## src/rtl/counter_n.sv

```systemverilog
// Parametrised up/down counter with enable prescaler, wrap or saturate at the
// bounds, synchronous clear/load and one-cycle step and terminal-count pulses.
module counter_n #(
   parameter int unsigned              BIT_SZ   = 16,
   parameter logic [BIT_SZ-1:0]        MAX_VAL  = '1,
   parameter int unsigned              PRESCALE = 1,
   parameter bit                       SATURATE = 1'b0
) (
   input  logic              clock,
   input  logic              reset_n,
   input  logic              enable,
   input  logic              up_down,
   input  logic              clear,
   input  logic              load,
   input  logic [BIT_SZ-1:0] load_val,
   output logic [BIT_SZ-1:0] count,
   output logic              step,
   output logic              tc,
   output logic              at_max,
   output logic              at_zero
);

   localparam int unsigned     PW       = (PRESCALE > 1) ? $clog2(PRESCALE) : 1;
   localparam logic [PW-1:0]   PRE_LAST = PW'(PRESCALE - 1);
   localparam logic [BIT_SZ-1:0] ONE    = BIT_SZ'(1);

   logic [BIT_SZ-1:0] count_q, count_d;
   logic [PW-1:0]     pre_cnt_q, pre_cnt_d;
   logic              step_q, step_d;
   logic              tc_q, tc_d;

   // Bounds are compared before any +1/-1, so the arithmetic never overflows.
   always_comb begin
      count_d   = count_q;
      pre_cnt_d = pre_cnt_q;
      step_d    = 1'b0;
      tc_d      = 1'b0;
      if (clear) begin
         count_d   = '0;
         pre_cnt_d = '0;
      end else if (load) begin
         count_d   = (load_val > MAX_VAL) ? MAX_VAL : load_val;
         pre_cnt_d = '0;
      end else if (enable) begin
         if (pre_cnt_q == PRE_LAST) begin
            pre_cnt_d = '0;
            step_d    = 1'b1;
            if (up_down) begin
               if (count_q == MAX_VAL) begin
                  tc_d = 1'b1;
                  if (!SATURATE) count_d = '0;
               end else begin
                  count_d = count_q + ONE;
               end
            end else begin
               if (count_q == '0) begin
                  tc_d = 1'b1;
                  if (!SATURATE) count_d = MAX_VAL;
               end else begin
                  count_d = count_q - ONE;
               end
            end
         end else begin
            pre_cnt_d = pre_cnt_q + PW'(1);
         end
      end
   end

   always_ff @(posedge clock or negedge reset_n) begin
      if (!reset_n) begin
         count_q   <= '0;
         pre_cnt_q <= '0;
         step_q    <= 1'b0;
         tc_q      <= 1'b0;
      end else begin
         count_q   <= count_d;
         pre_cnt_q <= pre_cnt_d;
         step_q    <= step_d;
         tc_q      <= tc_d;
      end
   end

   assign count   = count_q;
   assign step    = step_q;
   assign tc      = tc_q;
   assign at_max  = (count_q == MAX_VAL);
   assign at_zero = (count_q == '0);

endmodule
```

## config.mk

```make
export PLATFORM = sky130hd
export DESIGN_NAME = counter_n
export DESIGN_NICKNAME = d
export VERILOG_FILES = /design/src/rtl/counter_n.sv
export SDC_FILE = /design/constraint.sdc
export NUM_CORES = 1
export LEC_CHECK = 0
export CORE_UTILIZATION = 50
export DETAILED_ROUTE_END_ITERATION = 12
export PLACE_DENSITY = 0.91
export SETUP_SLACK_MARGIN = 0.4
export SLEW_MARGIN = 10
export SYNTH_ARGS = -nofsm -noshare
export SYNTH_HDL_FRONTEND = slang
export SYNTH_SLANG_ARGS = --single-unit
```

## constraint.sdc

```tcl
create_clock -name clock -period 3.05 [get_ports clock]
set_input_delay 0.4575 -clock clock [delete_from_list [all_inputs] [get_ports clock]]
set_output_delay 0.4575 -clock clock [all_outputs]
set_load 0.005 [all_outputs]
```

==> qor.txt, run 1 <==
Status = finished, final reports clean
Full die area = 3656 um2
Cell Pwr Density = 301.3 nW/um2
Net Sw Frac = 0.3509
GRT met3 Usage = 0.03838
Number of synthesized flops with an enable pin = 0
Int Power = 0.4311 mW
Multi-input logic area = 1141 um2
Post-DP HPWL = 3569 um
Comb pwr share = 0.370
Worst-Margin Slew = 0.8132 ns
Crit Path Max Fanout = 8
Reg2reg path depth = 6
Unrepaired setup endpoints after global routing = false
Gr ovfl total = 0
TritonCTS clock tree = built
Clk_lat worst skew = 0.29 ns
Top FF cell, synth = dfrtp_1
Global route hottest layer = met2
Drt pass-1 iters = 4
Mapped Area = 1709 um2
Largest net degree at the start of global routing = 19
Met1 usage = 0.3911
Peak supply drop = 0.2323 mV
Min-delay worst type = in2async
DRT iter0 DRCs = 169
Clk sink count = 18
Setup TNS = 0 ns
Port-buffer cells = 41
Critical Path RT = 2.59 ns
Die Width = 60.47 um
Slew Limit Headroom = 0.4562
Part of the power in registers = 0.451
First-pass GRT wire length = 7921 um
Routed WL = 4945 um
Worst endpoint data arrival time = 2.07 ns
Vias in the first global route = 1690
H-tree levels = 1
Crit Reg-Reg Endpoint = count[11]$_DFFE_PN0P_
Yosys reg bits = 18
Kind of cell adding the most delay to the critical path = buffers and inverters
Worst path buffer plus inverter count = 3
Post-synth cell types = 53
Total placed cells including tap cells = 302
GPL Wtd Cong = 0.9313
Clk pwr share = 0.179
IO Count = 42
Final Non-Filler Cells = 311
Initial antenna violation count = 0
Clock-pin slew on the worst setup and hold paths = 0.11 ns
Reported leakage power = 0.8700 nW
R2r setup slk = 0.58 ns
Vias per inst = 6.302
All-Layer GR Usage = 0.2863
Crit-path max cell delay = 0.50 ns
Critical Path Start Type = register
Crit end category = output pin
Area Overhead vs Synth = 28.99%
Row count = 20
Initial core utilization = 0.5421
Critical path class = reg2out
Final setup violating endpoints = 0
FF+latch area = 455.4 um2
Fin Clk Skew = 0.01170 ns
Asr flop ratio synth = 1.000
Final Hold Vio Count = 0
DRC viols = 0
Antenna cells = 0
DP Worst Slack = 0.6071 ns
Final WS setup = 0.5210 ns
Die Y = 60.47 um
Fraction of layout instances using a drive strength above 1 = 0.1161
Met2 usage = 0.4647
Max Buffers Root-to-Sink = 2
Fmax = 395.4 MHz
# nets final = 294
Critical Path, Cell by Cell = inv_1 > ha_1 > nor4b_1 > nand4_1 > inv_2 > clkdlybuf4s50_1
Slew Viols, Final = 0
Seq/Total Area, Yosys = 0.2635
CTS Buf Count = 3
Clock root cell = clkbuf_4
Final min period = 2.529 ns
Post-synthesis net count = 259
Fillers = 284
Via count = 1960
Synthesized area per cell = 7.304 um2
Final antenna-violating net count = 0
WL per Instance = 15.90 um
Net switching power = 0.2331 mW
R2R Path Start = count[2]$_DFFE_PN0P_
CP max-delay cell = clkdlybuf4s50_1
Tcrit/Tclk final = 0.8292
Synth Instances = 234
MaxCap Viol Count = 0
Core Box Area = 3153 um2
Yosys Warn Count = 0
==> flip-flops by register name, summed over array words and instances (netlist names) <==
signal  count
count      16
step        1
tc          1
==> cell families (layout without fill, tap and decap cells) <==
logic type	Yosys count	after routing	share of synthesized area
xor gates and xnor gates	8	8	0.04099
muxes	2	2	0.01171
and+or+nand+nor	103	103	0.3280
adders and majority gates	3	3	0.02196
AOI/OAI and AO/OA	68	68	0.2621
DFF	18	18	0.2635
buffers and inverters	32	65	0.07174
==> per-layer routing <==
metal  up-vias  wire [um]
li1        929          -
met1       905       2064
met2       114       2336
met3        12        461
met4         0         83
met5         -          0
==> power by group through the flow <==
stage / registers [mW] / clock network [mW] / logic (mW)
after floorplan: 0.277 / 0 / 0.159
after global placement: 0.301 / 0 / 0.231
after detailed placement: 0.302 / 0 / 0.233
after CTS: 0.298 / 0.128 / 0.238
after global routing: 0.304 / 0.136 / 0.268
final: 0.299 / 0.119 / 0.246
==> worst reg2reg max path, cell delays in order, from the launching register on <==
cell and delay [ns]:
dfrtp_1 0.52, or4_4 0.59, nor4_4 0.22, nand2_2 0.10, or3_1 0.33, a221o_1 0.37, a221oi_2 0.26
==> layout make-up <==
type                       instances  share of cell area
multi-input combinational        184              0.5176
timing repair buffer              52              0.2236
sequential                        18              0.2066
tap                               44             0.02497
inverter                          10             0.01703
clock buffer                       3             0.01022
==> metrics by stage <==
step	total power, mW	hold WS, ns	instance area [um2]	util
6_report	0.6642	0.6192	2205	0.6992
5_1_grt	0.7080	0.6902	2205	0.6992
3_5_place_dp	0.5353	0.7381	2127	0.6746
3_3_place_gp	0.5317	0.7323	2127	0.6746
4_1_cts	0.6635	0.6531	2166	0.6869
2_1_floorplan	0.4357	0.1619	1709	-
==> Yosys cell counts (all sizes together), types with 4 or more instances <==
| cell type | count | area share |
|---|---|---|
| xor2 | 4 | 0.020 |
| nand4 | 7 | 0.026 |
| a221oi | 5 | 0.029 |
| nand2 | 24 | 0.054 |
| o21ai | 14 | 0.041 |
| a31oi | 4 | 0.015 |
| inv | 10 | 0.022 |
| a21oi | 21 | 0.061 |
| xnor2 | 4 | 0.020 |
| nor3 | 6 | 0.018 |
| and3 | 11 | 0.041 |
| nand3 | 10 | 0.029 |
| clkbuf | 19 | 0.042 |
| nor4 | 4 | 0.032 |
| nor2 | 24 | 0.053 |
| o22ai | 4 | 0.015 |
| dfrtp | 18 | 0.26 |
==> placed cells by master (no fill, tap or decap), drive strengths merged, types with 2 or more instances in the layout <==
master,netlist,layout
a21o,2,2
a21oi,21,21
a221oi,5,5
a31oi,4,4
a32oi,2,2
and2,2,2
and3,11,11
buf,3,11
clkbuf,19,3
clkdlybuf4s50,0,41
dfrtp,18,18
ha,3,3
inv,10,10
mux2i,2,2
nand2,24,24
nand2b,2,2
nand3,10,10
nand4,7,7
nor2,24,24
nor3,6,6
nor3b,3,3
nor4,4,4
o211ai,2,2
o21ai,14,14
o221a,2,2
o22ai,4,4
or3,3,3
or4,2,2
xnor2,4,4
xor2,4,4
==> how the worst max path moves through the flow <==
stage / start / endpoint / slack (ns) / depth (start not counted)
2_1_floorplan: count[1]$_DFFE_PN0P_ / count[11]$_DFFE_PN0P_ / 0.79 / 6
3_3_place_gp: count[2]$_DFFE_PN0P_ / count[11]$_DFFE_PN0P_ / 0.68 / 6
3_5_place_dp: count[2]$_DFFE_PN0P_ / count[11]$_DFFE_PN0P_ / 0.61 / 6
4_1_cts: count[4]$_DFFE_PN0P_ / at_max / 0.42 / 4
5_1_grt: count[0]$_DFFE_PN0P_ / at_zero / 0.45 / 6
6_report: count[0]$_DFFE_PN0P_ / at_zero / 0.52 / 6
==> repair_timing <==
action,4_1_cts,5_1_grt
pin swaps,2,0
setup endpoints to repair,2,2
resized for setup,2,4
hold buffers,0,0
setup buffers,2,4
Power figures use the tool's default switching activity.
==> run 2: changes to the inputs <==
- CORE_UTILIZATION: 50 -> 45
- PLACE_DENSITY: 0.91 -> 0.87
- clock period: 3.05 -> 2.2 ns (I/O delays scaled with it)
==> run 2 against run 1 <==
Die area up 11%. Critical endpoint is now count[11]$_DFFE_PN0P_. Critical path depth unchanged. Largest power group is now combinational cells. Final cell count up 18%. Combinational power up 140%. Global-route usage up 6.1 points. The run now ends with setup timing left.
==> qor.txt, run 2 (synthesis gave the netlist of run 1 again) <==
Routed WL = 7849 um
Fillers = 217
Vias in the first global route = 2195
Die Y = 63.63 um
Clk_lat worst skew = 0.26 ns
Net Sw Frac = 0.3642
Slew Limit Headroom = 0.7122
IO Count = 42
First-pass GRT wire length = 10830 um
Peak supply drop = 0.2347 mV
H-tree levels = 1
Full die area = 4049 um2
Clk pwr share = 0.231
Core Box Area = 3661 um2
Crit end category = register
Final Hold Vio Count = 0
Multi-input logic area = 1403 um2
Crit Path Max Fanout = 2
Antenna cells = 0
Vias per inst = 6.540
Fmax = 435.0 MHz
TritonCTS clock tree = built
Failing checks = setup timing
Min-delay worst type = in2async
Initial antenna violation count = 0
Worst-Margin Slew = 0.4301 ns
Critical path class = reg2reg
Largest net degree at the start of global routing = 19
Final setup violating endpoints = 4
Setup TNS = -0.2222 ns
Cell Pwr Density = 436.3 nW/um2
Status = finished with violations
Clk sink count = 18
Clock-pin slew on the worst setup and hold paths = 0.08 ns
Int Power = 0.8145 mW
Port-buffer cells = 41
Final min period = 2.299 ns
Final hold slack = 0.4044 ns
Total placed cells including tap cells = 336
# nets final = 345
Post-DP HPWL = 4337 um
Via count = 2400
Commonest non-fill, non-tap cell in the layout = buf_4
CP max-delay cell = or4_4
Tcrit/Tclk final = 1.045
Drt pass-1 iters = 5
Net switching power = 0.4666 mW
Worst endpoint data arrival time = 2.47 ns
Critical Path RT = 2.37 ns
Critical Path, Cell by Cell = or4_4 > nor4_4 > nand2_2 > or3_4 > a221o_1 > a221oi_2
Final Non-Filler Cells = 367
DRC viols = 0
Gr ovfl total = 0
Initial core utilization = 0.4668
Fraction of layout instances using a drive strength above 1 = 0.3856
GPL Wtd Cong = 0.9986
Commonest non-fill, non-tap cells in the layout = buf_4, clkdlybuf4s50_1, nor2_1
DP Worst Slack = -0.1032 ns
Critical Path Start Type = register
Max reg flops = 16
Comb pwr share = 0.460
FF+latch area = 456.7 um2
Reported leakage power = 1.205 nW
Crit-path max cell delay = 0.58 ns
Fin Clk Skew = 0.004115 ns
Max Buffers Root-to-Sink = 2
CTS Buf Count = 3
Slew Viols, Final = 0
DRT iter0 DRCs = 448
Die Width = 63.63 um
Unrepaired setup endpoints after global routing = true
Final WS setup = -0.09885 ns
Row count = 22
Part of the power in registers = 0.309
Final antenna-violating net count = 0
MaxCap Viol Count = 0
# hold bufs at CTS = 0
All-Layer GR Usage = 0.3473
WL per Instance = 21.39 um
Clock root cell = clkbuf_8
Area Overhead vs Synth = 71.82%
==> run 2: changes by cell type in the layout (fill, tap and decap cells not counted), moves of 4 or more <==
| cell | delta |
|---|---|
| buf_4 | +37 |
| buf_6 | +14 |
| a21oi_1 | -6 |
| o21ai_1 | +6 |
| a21oi_2 | +5 |
| o21ai_0 | -8 |
| clkbuf_8 | +4 |
==> run 2: final cells by class <==
class	instances	share of cell area
Timing Repair Buffer	103	0.3123
Tap cell	48	0.02045
Multi-Input combinational cell	184	0.4776
Clock buffer	4	0.01875
Sequential cell	18	0.1555
Inverter	10	0.01534
==> run 2: final timing paths <==
| kind | from | endpoint | slack [ns] | cells past startpoint |
|---|---|---|---|---|
| max in group asynchronous | reset_n | count[1]$_DFFE_PN0P_ | 1.57 | 2 |
| setup reg to reg | count[2]$_DFFE_PN0P_ | count[11]$_DFFE_PN0P_ | -0.1 | 6 |
| setup / recovery | count[2]$_DFFE_PN0P_ | count[11]$_DFFE_PN0P_ | -0.1 | 6 |
| min in group clock | load_val[4] | count[4]$_DFFE_PN0P_ | 0.63 | 3 |
| hold reg to reg | count[13]$_DFFE_PN0P_ | count[13]$_DFFE_PN0P_ | 0.83 | 3 |
| hold / removal | reset_n | count[6]$_DFFE_PN0P_ | 0.40 | 2 |
==> run 2: what timing repair did <==
action | 4_1_cts | 5_1_grt
pin swaps | 20 | 24
endpoints found under the setup margin | 20 | 19
resized for setup | 47 | 36
cloned | 0 | 0
buffers inserted | 14 | 13
hold endpoints to repair | 0 | 0
==> run 2: metal layers <==
metal,vias to the layer above,GRT usage,wire (um),share of wire
met4,0,0.1591,478,0.061
met2,216,0.5638,3617,0.46
met5,-,0,0,0
met1,1092,0.4562,2899,0.37
li1,1027,-,-,-
met3,65,0.03986,853,0.11
==> run 2: metrics by stage <==
step	cell area [um2]	total power, mW	utilization
2_1_floorplan	1754	0.6191	-
3_3_place_gp	2381	0.8107	0.6504
3_5_place_dp	2381	0.8189	0.6504
4_1_cts	2693	1.158	0.7355
5_1_grt	2937	1.323	0.8021
6_report	2937	1.281	0.8021
==> run 2: worst max-delay path, delay by kind of cell (launching register included) <==
family / cells / cell delay (ns)
simple gates: 4 / 1.22
compound gates: 2 / 0.57
flops: 1 / 0.41
==> run 2: power by group through the flow <==
stage | registers, mW | logic (mW) | clock network (mW)
after floorplan | 0.386 | 0.233 | 0
after global placement | 0.394 | 0.417 | 0
after detailed placement | 0.395 | 0.424 | 0
after CTS | 0.389 | 0.482 | 0.286
after global routing | 0.399 | 0.616 | 0.308
final | 0.396 | 0.589 | 0.296
==> run 3: changes to the inputs <==
- PLACE_DENSITY: 0.87 -> default
- PLACE_DENSITY_LB_ADDON: default -> 0.3
- REMOVE_ABC_BUFFERS: default -> 1
==> run 3 against run 2 <==
Final cell count is 2.2% higher. Highest routed layer unchanged. Clock-buffer cell count is 1 lower. Largest cell class unchanged. Register-to-register slack worse by 0.02 ns. Critical endpoint unchanged. Cell area is 0.34% higher. Hold slack better by 0.00078 ns. Clock power is 18% lower. Global-route usage is 2.1 points lower. Setup slack worse by 0.021 ns. Power is 5.7% lower. Clock skew hardly changed. The flow still finishes with violations (setup timing).
==> qor.txt, run 3 (synthesis gave the netlist of run 1 again) <==
Status = finished with violations
Failing checks = setup timing
Gr ovfl total = 0
Drt pass-1 iters = 6
Worst path buffer plus inverter count = 0
Commonest non-fill, non-tap cells in the layout = buf_4, clkdlybuf4s50_1, nand2_1
Slew Limit Headroom = 0.6718
Total placed cells including tap cells = 348
Critical Path Source = count[1]$_DFFE_PN0P_
CTS Buf Count = 3
Commonest non-fill, non-tap cell in the layout = buf_4
R2R Path Start = count[1]$_DFFE_PN0P_
Port-buffer cells = 41
Post-route cell area = 2947 um2
Net Sw Frac = 0.3559
Crit Path Max Fanout = 4
Final Non-Filler Cells = 375
Reg2reg path depth = 6
H-tree levels = 1
Comb pwr share = 0.487
Final antenna-violating net count = 0
Part of the power in registers = 0.311
CP max-delay cell = or4_4
DRT iter0 DRCs = 356
Setup TNS = -0.3434 ns
Vias in the first global route = 2192
Crit end category = register
Tcrit/Tclk final = 1.054
Unrepaired setup endpoints after global routing = true
Clock root cell = clkbuf_8
MaxCap Viol Count = 0
TritonCTS clock tree = built
Clock-pin slew on the worst setup and hold paths = 0.07 ns
DRC viols = 0
Fraction of layout instances using a drive strength above 1 = 0.3761
Vias per inst = 6.208
Reported leakage power = 1.274 nW
Critical Path End = count[11]$_DFFE_PN0P_
Int Power = 0.7785 mW
Routed WL = 7095 um
Min-delay worst type = in2async
Clk pwr share = 0.202
IO Count = 42
Final hold slack = 0.4052 ns
Critical path class = reg2reg
Crit-path max cell delay = 0.58 ns
Clk sink count = 18
DP Worst Slack = -0.02274 ns
WP depth = 6
Kind of cell adding the most delay to the critical path = simple AND/OR/NAND/NOR gates
Worst-Margin Slew = 0.4878 ns
Die Width = 63.63 um
Slew Viols, Final = 0
Worst endpoint data arrival time = 2.49 ns
Critical Path, Cell by Cell = or4_4 > nor4_4 > nand2_2 > or3_4 > a221o_1 > a221oi_2
Clk_lat worst skew = 0.26 ns
Final min period = 2.320 ns
Max reg flops = 16
Die Y = 63.63 um
Final Hold Vio Count = 0
Full die area = 4049 um2
GPL Wtd Cong = 0.9434
Critical Path RT = 2.37 ns
Antenna cells = 0
Row count = 22
Final WS setup = -0.1196 ns
Post-DP Area = 2447 um2
Fmax = 431.1 MHz
Cell Pwr Density = 410.2 nW/um2
Fin Clk Skew = 0.004462 ns
First-pass GRT wire length = 10250 um
WL per Instance = 18.92 um
Initial antenna violation count = 0
Initial core utilization = 0.4668
All-Layer GR Usage = 0.3265
# nets final = 354
Post-DP HPWL = 4342 um
Fillers = 227
Via count = 2328
Net switching power = 0.4301 mW
Peak supply drop = 0.2746 mV
Core Box Area = 3661 um2
Critical Path Start Type = register
Layout Utilization = 0.8049
Crit Reg-Reg Endpoint = count[11]$_DFFE_PN0P_
Largest net degree at the start of global routing = 19
R2r setup slk = -0.12 ns
Final setup violating endpoints = 8
Total power draw = 1.209 mW
Max Buffers Root-to-Sink = 2
Area Overhead vs Synth = 72.40%
[run 3: worst reg2reg max path, cell delays in order (launching register included)]
cell      delay (ns)
dfrtp_1         0.44
or4_4           0.58
nor4_4          0.17
nand2_2         0.09
or3_4           0.34
a221o_1         0.38
a221oi_2        0.23
[run 3: what timing repair did]
action                     4_1_cts  5_1_grt
setup buffers                    9       15
pin swaps                       11       11
setup endpoints to repair       19       19
resized for setup               41       35
hold buffers                     0        0
[run 3: layer usage]
layer / up-vias / track usage / routed length (um)
met5: - / 0 / 0
met4: 0 / 0.1676 / 384
met3: 45 / 0.05254 / 577
met2: 144 / 0.5372 / 3246
met1: 1094 / 0.4067 / 2887
li1: 1045 / - / -
[run 3: cell type report]
type	instances	area [um2]	area share
inverters	10	37.54	0.01274
well taps	48	60.06	0.02038
repair buffers	112	998.5	0.3389
multi-input cells	184	1359	0.4611
flip-flops and latches	18	450.4	0.1529
clock buffers	3	41.29	0.01401
[run 3: how the worst min path moves through the flow]
stage | startpoint | to | slack [ns] | cells after the start
final | reset_n | count[1]$_DFFE_PN0P_ | 0.41 | 2
after floorplan | reset_n | count[0]$_DFFE_PN0P_ | 0.03 | 0
after CTS | reset_n | count[10]$_DFFE_PN0P_ | 0.41 | 2
after global placement | reset_n | count[8]$_DFFE_PN0P_ | 0.69 | 2
after detailed placement | reset_n | count[8]$_DFFE_PN0P_ | 0.68 | 2
after global routing | reset_n | count[1]$_DFFE_PN0P_ | 0.43 | 2
[run 3: power by group through the flow]
stage	Combinational [mW]	Clock [mW]	Sequential, mW
after detailed placement	0.448	0	0.380
after floorplan	0.170	0	0.410
final	0.588	0.244	0.376
after global routing	0.624	0.258	0.378
after global placement	0.443	0	0.379
after CTS	0.500	0.244	0.373
